<file path="src/rtl/ovf_status_unit.sv">
// ovf_status_unit
//
// Overflow-exception unit at the execute/writeback boundary. Each valid
// instruction is classified from opcode/aluop. If the class can overflow and
// the ALU overflow flag is set, the unit does three things:
//   - it queues a status code for a later write to $rstatus,
//   - it pulses suppress_wb to kill the instruction's normal writeback,
//   - it updates the sticky status, the saturating event count and the loss flag.
// Pending $rstatus writes leave through an in-order FIFO with a ready/valid
// handshake. There is no combinational bypass from the instruction inputs to
// the write port.
//
// Optional feature macro: OVF_MULDIV_EN
//   defined   -> mul (aluop 00110, code 4) and div (aluop 00111, code 5) classify
//   undefined -> those aluops never classify; the port list is the same
//
// Parameters:
//   DEPTH       pending-write FIFO entries (power of two, >= 2)
//   DATAW       width of out_data (> 3)
//   REGW        register-index width
//   RSTATUS_REG register index driven on out_addr
//   CNTW        width of ovf_count
//
// Ports:
//   clock          rising-edge clock
//   reset          asynchronous active-low reset; clears all state
//   in_valid       instruction in stage is valid
//   opcode, aluop  instruction fields used for classification
//   ovf            ALU overflow flag for the presented instruction
//   clear          synchronous clear of ovf_count, status_sticky, lost
//   out_valid      FIFO head holds a pending $rstatus write
//   out_ready      writeback port accepts the head this cycle
//   out_addr       constant RSTATUS_REG
//   out_data       head status code, zero-extended (0 when empty)
//   suppress_wb    registered one-cycle kill of last cycle's writeback
//   status_sticky  last status code accepted into the FIFO
//   ovf_count      saturating count of detected overflow events
//   lost           sticky; an event was dropped because the FIFO was full
module ovf_status_unit #(
  parameter int unsigned DEPTH       = 4,
  parameter int unsigned DATAW       = 32,
  parameter int unsigned REGW        = 5,
  parameter int unsigned RSTATUS_REG = 30,
  parameter int unsigned CNTW        = 16
) (
  input  logic             clock,
  input  logic             reset,
  input  logic             in_valid,
  input  logic [4:0]       opcode,
  input  logic [4:0]       aluop,
  input  logic             ovf,
  input  logic             clear,
  output logic             out_valid,
  input  logic             out_ready,
  output logic [REGW-1:0]  out_addr,
  output logic [DATAW-1:0] out_data,
  output logic             suppress_wb,
  output logic [2:0]       status_sticky,
  output logic [CNTW-1:0]  ovf_count,
  output logic             lost
);

  localparam int unsigned PTRW = $clog2(DEPTH);

  typedef logic [2:0] code_t;

  localparam code_t CodeNone = 3'd0;
  localparam code_t CodeAdd  = 3'd1;
  localparam code_t CodeAddi = 3'd2;
  localparam code_t CodeSub  = 3'd3;
`ifdef OVF_MULDIV_EN
  localparam code_t CodeMul  = 3'd4;
  localparam code_t CodeDiv  = 3'd5;
`endif

  localparam logic [4:0] OpAlu  = 5'b00000;
  localparam logic [4:0] OpAddi = 5'b00101;
  localparam logic [4:0] AluAdd = 5'b00000;
  localparam logic [4:0] AluSub = 5'b00001;
`ifdef OVF_MULDIV_EN
  localparam logic [4:0] AluMul = 5'b00110;
  localparam logic [4:0] AluDiv = 5'b00111;
`endif

  localparam logic [PTRW:0]   PtrOne = {{PTRW{1'b0}}, 1'b1};
  localparam logic [CNTW-1:0] CntOne = {{(CNTW-1){1'b0}}, 1'b1};

  // ---------------------------------------------------------------------------
  // Classification
  // ---------------------------------------------------------------------------
  code_t cls_code;
  logic  cls_hit;

  always_comb begin
    cls_code = CodeNone;
    if (opcode == OpAddi) begin
      cls_code = CodeAddi;
    end else if (opcode == OpAlu) begin
      case (aluop)
        AluAdd:  cls_code = CodeAdd;
        AluSub:  cls_code = CodeSub;
`ifdef OVF_MULDIV_EN
        AluMul:  cls_code = CodeMul;
        AluDiv:  cls_code = CodeDiv;
`endif
        default: cls_code = CodeNone;
      endcase
    end
  end

  assign cls_hit = (cls_code != CodeNone);

  // ---------------------------------------------------------------------------
  // Pending-write FIFO
  // ---------------------------------------------------------------------------
  // Pointers carry one extra wrap bit. Equal pointers mean empty. Pointers
  // that differ only in the wrap bit mean full.
  logic [PTRW:0] wr_ptr_q, wr_ptr_d;
  logic [PTRW:0] rd_ptr_q, rd_ptr_d;
  code_t         mem_q [DEPTH];
  code_t         head;

  logic event_hit;
  logic fifo_empty;
  logic fifo_full;
  logic pop;
  logic push;
  logic drop;

  assign fifo_empty = (wr_ptr_q == rd_ptr_q);
  assign fifo_full  = (wr_ptr_q[PTRW] != rd_ptr_q[PTRW]) &&
                      (wr_ptr_q[PTRW-1:0] == rd_ptr_q[PTRW-1:0]);

  assign event_hit = in_valid && cls_hit && ovf;
  assign pop       = !fifo_empty && out_ready;
  // A pop frees the head slot in the same edge, so a full FIFO can still
  // accept the new entry.
  assign push      = event_hit && (!fifo_full || pop);
  assign drop      = event_hit && !push;

  always_comb begin
    wr_ptr_d = wr_ptr_q;
    rd_ptr_d = rd_ptr_q;
    if (push) wr_ptr_d = wr_ptr_q + PtrOne;
    if (pop)  rd_ptr_d = rd_ptr_q + PtrOne;
  end

  always_ff @(posedge clock or negedge reset) begin
    if (!reset) begin
      wr_ptr_q <= '0;
      rd_ptr_q <= '0;
    end else begin
      wr_ptr_q <= wr_ptr_d;
      rd_ptr_q <= rd_ptr_d;
    end
  end

  // Entry storage needs no reset. Stale slots are never visible because
  // out_data is gated by out_valid.
  always_ff @(posedge clock) begin
    if (push) mem_q[wr_ptr_q[PTRW-1:0]] <= cls_code;
  end

  assign head = mem_q[rd_ptr_q[PTRW-1:0]];

  // ---------------------------------------------------------------------------
  // Status, counter, loss flag, writeback suppression
  // ---------------------------------------------------------------------------
  logic            suppress_q;
  code_t           sticky_q, sticky_d;
  logic [CNTW-1:0] count_q, count_d;
  logic            lost_q, lost_d;

  always_comb begin
    count_d  = count_q;
    sticky_d = sticky_q;
    lost_d   = lost_q;
    if (clear) begin
      // Clear wins over the old value, but a same-cycle event still counts.
      count_d  = event_hit ? CntOne : '0;
      sticky_d = push ? cls_code : CodeNone;
      lost_d   = drop;
    end else begin
      if (event_hit && !(&count_q)) count_d = count_q + CntOne;
      if (push) sticky_d = cls_code;
      if (drop) lost_d = 1'b1;
    end
  end

  always_ff @(posedge clock or negedge reset) begin
    if (!reset) begin
      suppress_q <= 1'b0;
      sticky_q   <= CodeNone;
      count_q    <= '0;
      lost_q     <= 1'b0;
    end else begin
      suppress_q <= event_hit;
      sticky_q   <= sticky_d;
      count_q    <= count_d;
      lost_q     <= lost_d;
    end
  end

  // ---------------------------------------------------------------------------
  // Outputs
  // ---------------------------------------------------------------------------
  assign out_valid     = !fifo_empty;
  assign out_addr      = REGW'(RSTATUS_REG);
  assign suppress_wb   = suppress_q;
  assign status_sticky = sticky_q;
  assign ovf_count     = count_q;
  assign lost          = lost_q;

  always_comb begin
    out_data = '0;
    if (!fifo_empty) out_data = {{(DATAW-3){1'b0}}, head};
  end

endmodule

</file>
<file path="config.mk">
export PLATFORM = sky130hd
export DESIGN_NAME = ovf_status_unit
export DESIGN_NICKNAME = d
export VERILOG_FILES = /design/src/rtl/ovf_status_unit.sv
export SDC_FILE = /design/constraint.sdc
export NUM_CORES = 1
export LEC_CHECK = 0
export CORE_MARGIN = 5
export CORE_UTILIZATION = 60
export CTS_CLUSTER_SIZE = 30
export DETAILED_ROUTE_END_ITERATION = 6
export DONT_BUFFER_PORTS = 1
export HOLD_SLACK_MARGIN = 0.05
export PLACE_DENSITY_LB_ADDON = 0.1
export SYNTH_ARGS = -nofsm -noshare
export SYNTH_HDL_FRONTEND = slang
export SYNTH_SLANG_ARGS = --single-unit
</file>
<file path="constraint.sdc">
create_clock -name clock -period 4.09 [get_ports clock]
set_input_delay 0.6135 -clock clock [delete_from_list [all_inputs] [get_ports clock]]
set_output_delay 0.6135 -clock clock [all_outputs]
set_load 0.02 [all_outputs]
</file>
== Yosys cells after proc, flatten, opt, wreduce, memory -nomap -nowiden ==
Memories as Yosys holds them, arrays and structs flattened.
Cells that the tools add are included.
Word-level totals
  register bits: 27
  memory bits (writable): 12
  input bits: 16
  memories: 1
Operators by class
  add/subtract/negate cells: 3
  equal/unequal tests: 5
  mux-type cells: 14
  reductions and logical operators: 19
Memories
  mem_q: depth 4, width 3, read ports 1, clocked after Yosys merged registers in 0, write ports 1, line 120  | code_t mem_q [DEPTH];
Operators with widths (count)
  $mux W16: 2
  $add A16 B1 Y16 const B: 1
  $reduce_and A16 Y1: 1
  $mux W3: 5
  $logic_not A5 Y1: 2
  $logic_and A1 B1 Y1: 7
  $add A3 B1 Y3 const B: 2
  $reduce_bool A2 Y1: 3
  $eq A5 B1 Y1 const B: 1
  $eq A5 B3 Y1 const B: 1
  $mux W1: 5
  $logic_not A1 Y1: 4
  $pmux W2 S2: 1
  $eq A3 B3 Y1: 1
  $reduce_bool A3 Y1: 1
  $eq A2 B2 Y1: 1
  $mux W2: 1
  $logic_or A1 B1 Y1: 1
  $ne A1 B1 Y1: 1

== Longest topological paths before layout ==
Gate-level depths: netlist of the first run.
  word-level depth: 12
  gate-level depth with buffers: 7
  depth with buffers taken out: 6

== Worst setup path after synthesis of the first run ==
OpenSTA, ideal clock, no wires.
  path kind: input to register
  start: in aluop[2]
  end: reg count_q[13], in the netlist ovf_count[13]
  library setup time: 78 ps
  data arrival time: 2448 ps
  required time: 4012 ps
  slack: 1564 ps
  stages on the path: 5
  buffers on the path: 0
  cells stage by stage: or4_4 o31a_4 or4_4 or3_1 a21oi_1
On the way
  word-level cells in the longest chain between the ends: 9
  elaborated cells on any way between the ends: 10
  those cells by class: eq/ne (1); mux (3); reduce/logical (6)
Ends and longest elaborated chain
  start: declaration: line 50  | input logic [4:0] aluop,
  $eq A5 B1 Y1 or $logic_not A5 Y1 (tied branches): line 99  | case (aluop)
  $pmux W2 S2 *: line 99
  $mux W2 *: line 98  | end else if (opcode == OpAlu) begin
  $mux W3 *: line 96  | if (opcode == OpAddi) begin
  $reduce_bool A3 Y1 *: line 111  | assign cls_hit = (cls_code != CodeNone);
  $logic_and A1 B1 Y1 * (2 in series): line 134  | assign event_hit = in_valid && cls_hit && ovf;
  $logic_and A1 B1 Y1 *: line 184  | if (event_hit && !(&count_q)) count_d = count_q + CntOne;
  $reduce_bool A2 Y1 (no source line) *
  end signal: assignment: line 199  | count_q <= count_d;
  end: declaration: line 171  | logic [CNTW-1:0] count_q, count_d;
Mark *: on every way between the ends. The rest lies on a longest branch, timed or not.
A chain may end at the register's enable or synchronous reset.

== Final worst setup path of the first run ==
  start: in aluop[2]
  end: mem mem_q[3][1] (netlist name) (enable)
On the way
  word-level cells in the longest chain between the ends: 10
  elaborated cells on any way between the ends: 11
  those cells by class: eq/ne (1); mux (5); reduce/logical (5)
Ends and longest elaborated chain
  $eq A5 B1 Y1 or $logic_not A5 Y1 (tied branches): line 99
  $pmux W2 S2 *: line 99
  $mux W2 *: line 98
  $mux W3 *: line 96
  $reduce_bool A3 Y1 *: line 111
  $logic_and A1 B1 Y1 * (2 in series): line 134
  $logic_and A1 B1 Y1 *: line 138  | assign push = event_hit && (!fifo_full || pop);
  $mux W1 *: line 161  | if (push) mem_q[wr_ptr_q[PTRW-1:0]] <= cls_code;
  $mux W1 (implied by the code) *: line 161
  end: declaration: line 120
Marked as above.

==> results of run 1 <==
through the flow:
stage          setup WS [ns]  hold slack [ns]
2_1_floorplan           1.56            0.318
3_3_place_gp            1.25            0.319
3_5_place_dp            1.23            0.319
4_1_cts                 1.59           0.0769
5_1_grt                 1.46           0.0640
6_report                1.54           0.0819
flip-flops by register name (all words and copies together) (netlist names):
register       flops
rd_ptr_q           3
lost               1
mem_q              8
suppress_wb        1
status_sticky      2
wr_ptr_q           3
ovf_count         16
per-layer routing:
layer | wire (um) | vias up | GRT usage (%)
met4 | 57 | 0 | 7.44
met2 | 1590 | 75 | 24.8
met5 | 0 | - | 0
met3 | 482 | 8 | 6.90
li1 | - | 650 | -
met1 | 1590 | 621 | 23.2
final cells by class:
| cell class | instances | share of cell area (%) |
|---|---|---|
| Sequential cell | 34 | 44.9 |
| Timing Repair Buffer | 1 | 1.01 |
| Inverter | 6 | 1.13 |
| Clock buffer | 5 | 1.89 |
| Multi-Input combinational cell | 157 | 47.6 |
| Tap cell | 46 | 2.90 |
| Clock inverter | 3 | 0.567 |
power by group:
group / internal (mW) / switching (mW)
Clock: 0.0612 / 0.107
Combinational: 0.0682 / 0.107
Sequential: 0.372 / 0.0385
what timing repair did:
action                                 CTS  global route
hold buffers                             1             0
endpoints found under the hold margin   26             0
setup endpoints to repair                0             0
setup buffers                            0             0
cells by family after synthesis:
family,share of synthesized area (%)
buffers and inverters,15.6
XOR/XNOR,4.76
AO/OA/AOI/OAI,7.79
AND/OR/NAND/NOR,20.5
flip-flops,44.0
adder cells (fa/ha/maj),3.71
other,0.371
multiplexers,3.28
cell usage after synthesis:
cell,count
and2_1,7
nor4b_1,1
xor2_1,4
o21ai_0,7
or4_4,2
nand2_1,18
or3_4,1
nand4_1,4
o31a_4,1
nor4_1,6
dfrtp_1,26
and3_1,1
nor2_1,10
mux2_2,1
edfxtp_1,8
o31ai_1,2
mux2i_1,1
or4_1,7
a21o_1,1
o211ai_1,3
nand3_1,10
a31o_2,1
mux4_2,2
or3_1,3
buf_6,1
buf_4,36
clkbuf_1,3
ha_1,6
nor3b_1,1
a21oi_1,7
a22o_1,1
inv_1,6
nor3_1,5
a21boi_0,1
conb_1,2
xnor2_1,7
final timing paths:
check | from | to | slack, ns | depth (start not counted)
setup reg to reg | ovf_count[6]$_DFFE_PN0P_ | ovf_count[13]$_DFFE_PN0P_ | 1.74 | 5
setup / recovery | aluop[2] | mem_q[3][1]$_DFFE_PP_ | 1.54 | 4
max in group asynchronous | reset | wr_ptr_q[1]$_DFFE_PN0N_ | 3.85 | 1
hold / removal | reset | rd_ptr_q[0]$_DFFE_PN0P_ | 0.08 | 1
min in group clock | clear | ovf_count[1]$_DFFE_PN0P_ | 0.33 | 1
hold reg to reg | wr_ptr_q[2]$_DFFE_PN0N_ | wr_ptr_q[2]$_DFFE_PN0N_ | 0.50 | 1
critical path, stage by stage:
cell and delay (ns):
or4_4 0.52, o31a_4 0.34, nor3_1 0.80, and2_1 0.31
cell usage in the layout, fill, tap and decap left out, types with 8 or more instances in the layout:
cell type,Yosys,layout
nor2_1,10,10
edfxtp_1,8,8
nand3_1,10,10
dfrtp_1,26,26
conb_1,2,36
nand2_1,18,18
==> impl_metrics.env, run 1 <==
export IMPL_cts_resized=0
export IMPL_finalClockSkew_ns=0.00351
export IMPL_post_dp_cell_area_um2=1920
export IMPL_multi_input_area_um2=945
export IMPL_maxSlewViolCount=0
export IMPL_start_util_pct=61.1
export IMPL_synth_seq_cells=34
export IMPL_dr_first_iter_drc_count=72
export IMPL_finalCriticalPeriod_ns=2.55
export IMPL_grt_max_degree=27
export IMPL_num_io_pins=75
export IMPL_dp_hpwl_mm=2.86
export IMPL_synth_area_um2=2020
export IMPL_die_h_um=68.1
export IMPL_drive_gt1_share_pct=6.80
export IMPL_synth_cells=203
export IMPL_drtPass1Iterations=4
export IMPL_viasPerCell=5.37
export IMPL_nNetsFinal=227
export IMPL_track_usage_pct=17.3
export IMPL_grt_overflow=0
export IMPL_synthTopCellsByArea="dfrtp_1 32%, buf_4 13%, edfxtp_1 12%"
export IMPL_placed_cells=243
export IMPL_cts_htree_levels=2
export IMPL_cts_buffer_depth=2
export IMPL_cts_root_buffer="clkbuf_4"
export IMPL_grt_pass1_vias=1238
export IMPL_setup_tns_ns=0
export IMPL_power_density_nw_per_um2=380
export IMPL_antenna_found_initial=0
export IMPL_final_cells=252
export IMPL_antenna_cells=0
export IMPL_synth_top_cell_by_area="dfrtp_1"
export IMPL_numCtsBuffers=5
export IMPL_cts_tree="yes"
export IMPL_yosysWarningCount=0
export IMPL_yosys_cell_types_count=36
export IMPL_leakagePower_nw=0.837
export IMPL_clock_sinks=34
export IMPL_min_period_over_period_pct=62.3
export IMPL_design_area_um2=1980
export IMPL_place_port_buffers=0
export IMPL_peakVddDrop_mv=0.215
export IMPL_tightest_slew_ns=0.968
export IMPL_hold_path_class="in -> async"
export IMPL_status="complete, no violations"
export IMPL_worst_ep_arrival_time_ns=2.59
export IMPL_relSlewSlack_pct=35.0
export IMPL_clock_latency_ns=0.33
export IMPL_finalHoldViolCount=0
export IMPL_endpoint_kind="flop"
export IMPL_core_um2=3310
export IMPL_rsz0062_at_grt="no"
export IMPL_fmax_mhz=392
export IMPL_worstSetupStartpointType="input pin"
export IMPL_fillers=299
export IMPL_synth_top_area_share_pct=32.2
export IMPL_critPathRequiredTime_ns=4.13
export IMPL_critical_path_max_fanout=11
export IMPL_wirelength_mm=3.71
export IMPL_grt_pass1_wl_mm=5.91
export IMPL_seqCellArea_um2=891
export IMPL_clk_pin_slew_ns=0.10
export IMPL_place_congestion=0.770
export IMPL_die_area_um2=4630
export IMPL_crit_type="in -> reg"
export IMPL_vias=1354
export IMPL_ys_seq_area_share_pct=44.0
export IMPL_syn_avg_cell_area_um2=9.97
export IMPL_die_w_um=68.1
export IMPL_ant_nets=0
export IMPL_setup_viol=0
export IMPL_final_util_pct=59.9
export IMPL_maxCapViolations=0
export IMPL_rows=21
export IMPL_routedWlPerCell_um=14.7
export IMPL_drc=0
export IMPL_syn_to_final_growth_pct=-1.92
export IMPL_power_mw=0.753
No activity file was read; power rests on OpenSTA's default activity.
==> run 2: changes to the inputs <==
- clock period: 4.09 -> 2.51 ns (I/O delays scaled with it)
==> run 2 against run 1 <==
Core utilization is 3.4 points higher. Sequential share of layout area is 2.4 points lower. Clock skew is 0.0078 ns higher. Power is 75% higher. Critical path type is now reg -> reg. Wire length is 14% higher. Largest power group unchanged. Via count is 9.1% higher. Highest routed layer unchanged. Worst setup slack worse by 1.2 ns. First-iteration DRC count is 67% higher. Critical path depth is 3 higher.
==> impl_metrics.env, run 2 (synthesis gave the netlist of run 1 again) <==
export IMPL_switching_share_pct=32.4
export IMPL_nNetsFinal=239
export IMPL_tightest_slew_ns=0.615
export IMPL_die_area_um2=4630
export IMPL_cts_htree_levels=2
export IMPL_p_int_mw=0.892
export IMPL_num_io_pins=75
export IMPL_clock_latency_ns=0.34
export IMPL_worstSetupStartpointType="flop"
export IMPL_endpoint_kind="flop"
export IMPL_critical_path_max_fanout=15
export IMPL_cp_slowest_cell="dfrtp_1"
export IMPL_pre_cts_ws_ns=0.135
export IMPL_cts_buffer_depth=2
export IMPL_pwr_share_clk_pct=27.2
export IMPL_final_cells=264
export IMPL_hold_path_class="in -> reg"
export IMPL_power_density_nw_per_um2=629
export IMPL_status="complete, no violations"
export IMPL_routedWlPerCell_um=16.0
export IMPL_final_cell_mix="36 x conb_1, 26 x dfrtp_1, 18 x nand2_1"
export IMPL_track_usage_pct=20.3
export IMPL_rsz0062_at_grt="no"
export IMPL_switchingPower_mw=0.428
export IMPL_leakagePower_nw=0.910
export IMPL_cp_cell_sequence="ha_1 > nand4_1 > nor4_1 > buf_4 > or3_4 > or4_1 > o21ai_0"
export IMPL_grt_max_degree=27
export IMPL_clock_sinks=34
export IMPL_cts_tree="yes"
export IMPL_grt_pass1_vias=1478
export IMPL_place_congestion=0.838
export IMPL_grt_overflow=0
export IMPL_cts_root_buffer="clkbuf_4"
export IMPL_critPathRequiredTime_ns=2.78
export IMPL_dp_hpwl_mm=3.22
export IMPL_grt_pass1_wl_mm=6.91
export IMPL_power_mw=1.32
export IMPL_cts_hold_buffers=2
export IMPL_drive_gt1_share_pct=11.9
export IMPL_syn_to_final_growth_pct=3.71
export IMPL_wirelength_mm=4.22
export IMPL_seqCellArea_um2=891
export IMPL_multi_input_area_um2=945
export IMPL_largest_reg_flops=16
export IMPL_final_util_pct=63.4
export IMPL_viasPerCell=5.59
export IMPL_antenna_cells=0
export IMPL_rrSetupSlack_ns=0.29
export IMPL_relSlewSlack_pct=58.6
export IMPL_combPwrFrac_pct=22.2
export IMPL_finalHoldViolCount=0
export IMPL_post_cts_setup_buffer_count=0
export IMPL_fillers=279
export IMPL_post_dp_cell_area_um2=2000
export IMPL_power_frac_seq_pct=50.6
export IMPL_die_h_um=68.1
export IMPL_numCtsBuffers=5
export IMPL_fmax_mhz=451
export IMPL_design_area_um2=2100
export IMPL_fin_ws_ns=0.293
export IMPL_place_port_buffers=0
export IMPL_min_period_over_period_pct=88.3
export IMPL_setup_tns_ns=0
export IMPL_maxCapViolations=0
export IMPL_antenna_found_initial=0
export IMPL_drtPass1Iterations=4
export IMPL_cts_resized=0
export IMPL_final_common_cell="conb_1"
export IMPL_die_w_um=68.1
export IMPL_drc=0
export IMPL_crit_type="reg -> reg"
export IMPL_dr_first_iter_drc_count=120
export IMPL_worst_ep_arrival_time_ns=2.48
export IMPL_holdWs_ns=0.0812
export IMPL_placed_cells=254
export IMPL_ant_nets=0
export IMPL_vias=1477
export IMPL_core_um2=3310
export IMPL_path_delay_family="simple AND/OR/NAND/NOR gates"
export IMPL_finalClockSkew_ns=0.0113
export IMPL_maxSlewViolCount=0
export IMPL_finalCriticalPeriod_ns=2.22
export IMPL_start_util_pct=61.1
export IMPL_clk_pin_slew_ns=0.11
export IMPL_peakVddDrop_mv=0.331
export IMPL_slowest_delay_ns=0.53
export IMPL_setup_viol=0
export IMPL_worstPathBufferInverterCount=1
export IMPL_rows=21
## run 2: power groups by stage
| stage | Combinational, mW | Clock [mW] | Sequential (mW) |
|---|---|---|---|
| after floorplan | 0.294 | 0 | 0.665 |
| after global placement | 0.267 | 0 | 0.677 |
| after CTS | 0.296 | 0.366 | 0.671 |
| after detailed placement | 0.282 | 0 | 0.682 |
| final | 0.292 | 0.359 | 0.668 |
| after global routing | 0.324 | 0.393 | 0.679 |
## run 2: worst reg2reg max path: cells and delay by family (launching register included)
family,cells,cell delay (ns)
AOI/OAI and AO/OA,1,0.08
adders and majority gates,1,0.33
buffers and inverters,1,0.16
DFF,1,0.53
and+or+nand+nor,4,1.05
## run 2: worst paths after layout
kind | to | from | depth (start not counted)
worst max-delay path | ovf_count[5]$_DFFE_PN0P_ | ovf_count[1]$_DFFE_PN0P_ | 7
worst min-delay path | ovf_count[15]$_DFFE_PN0P_ | clear | 1
worst max register to register | ovf_count[5]$_DFFE_PN0P_ | ovf_count[1]$_DFFE_PN0P_ | 7
worst min register to register | wr_ptr_q[2]$_DFFE_PN0N_ | wr_ptr_q[2]$_DFFE_PN0N_ | 1
max in group asynchronous | status_sticky[1]$_DFFE_PN0P_ | reset | 2
min in group asynchronous | ovf_count[14]$_DFFE_PN0P_ | reset | 2
## run 2: cell type report
cell class              count  area share [%]
flip-flops and latches     34            42.5
inverters                   6            1.07
repair buffers             13            5.37
multi-input cells         157            45.0
well taps                  46            2.74
clock buffers               8            3.34
## run 2: per-layer routing
layer	track usage (%)	share of wire, %	up-vias
met5	0	0	-
met4	6.95	1.0	0
met3	7.22	13	5
met2	33.3	46	94
met1	24.5	40	703
li1	-	-	675
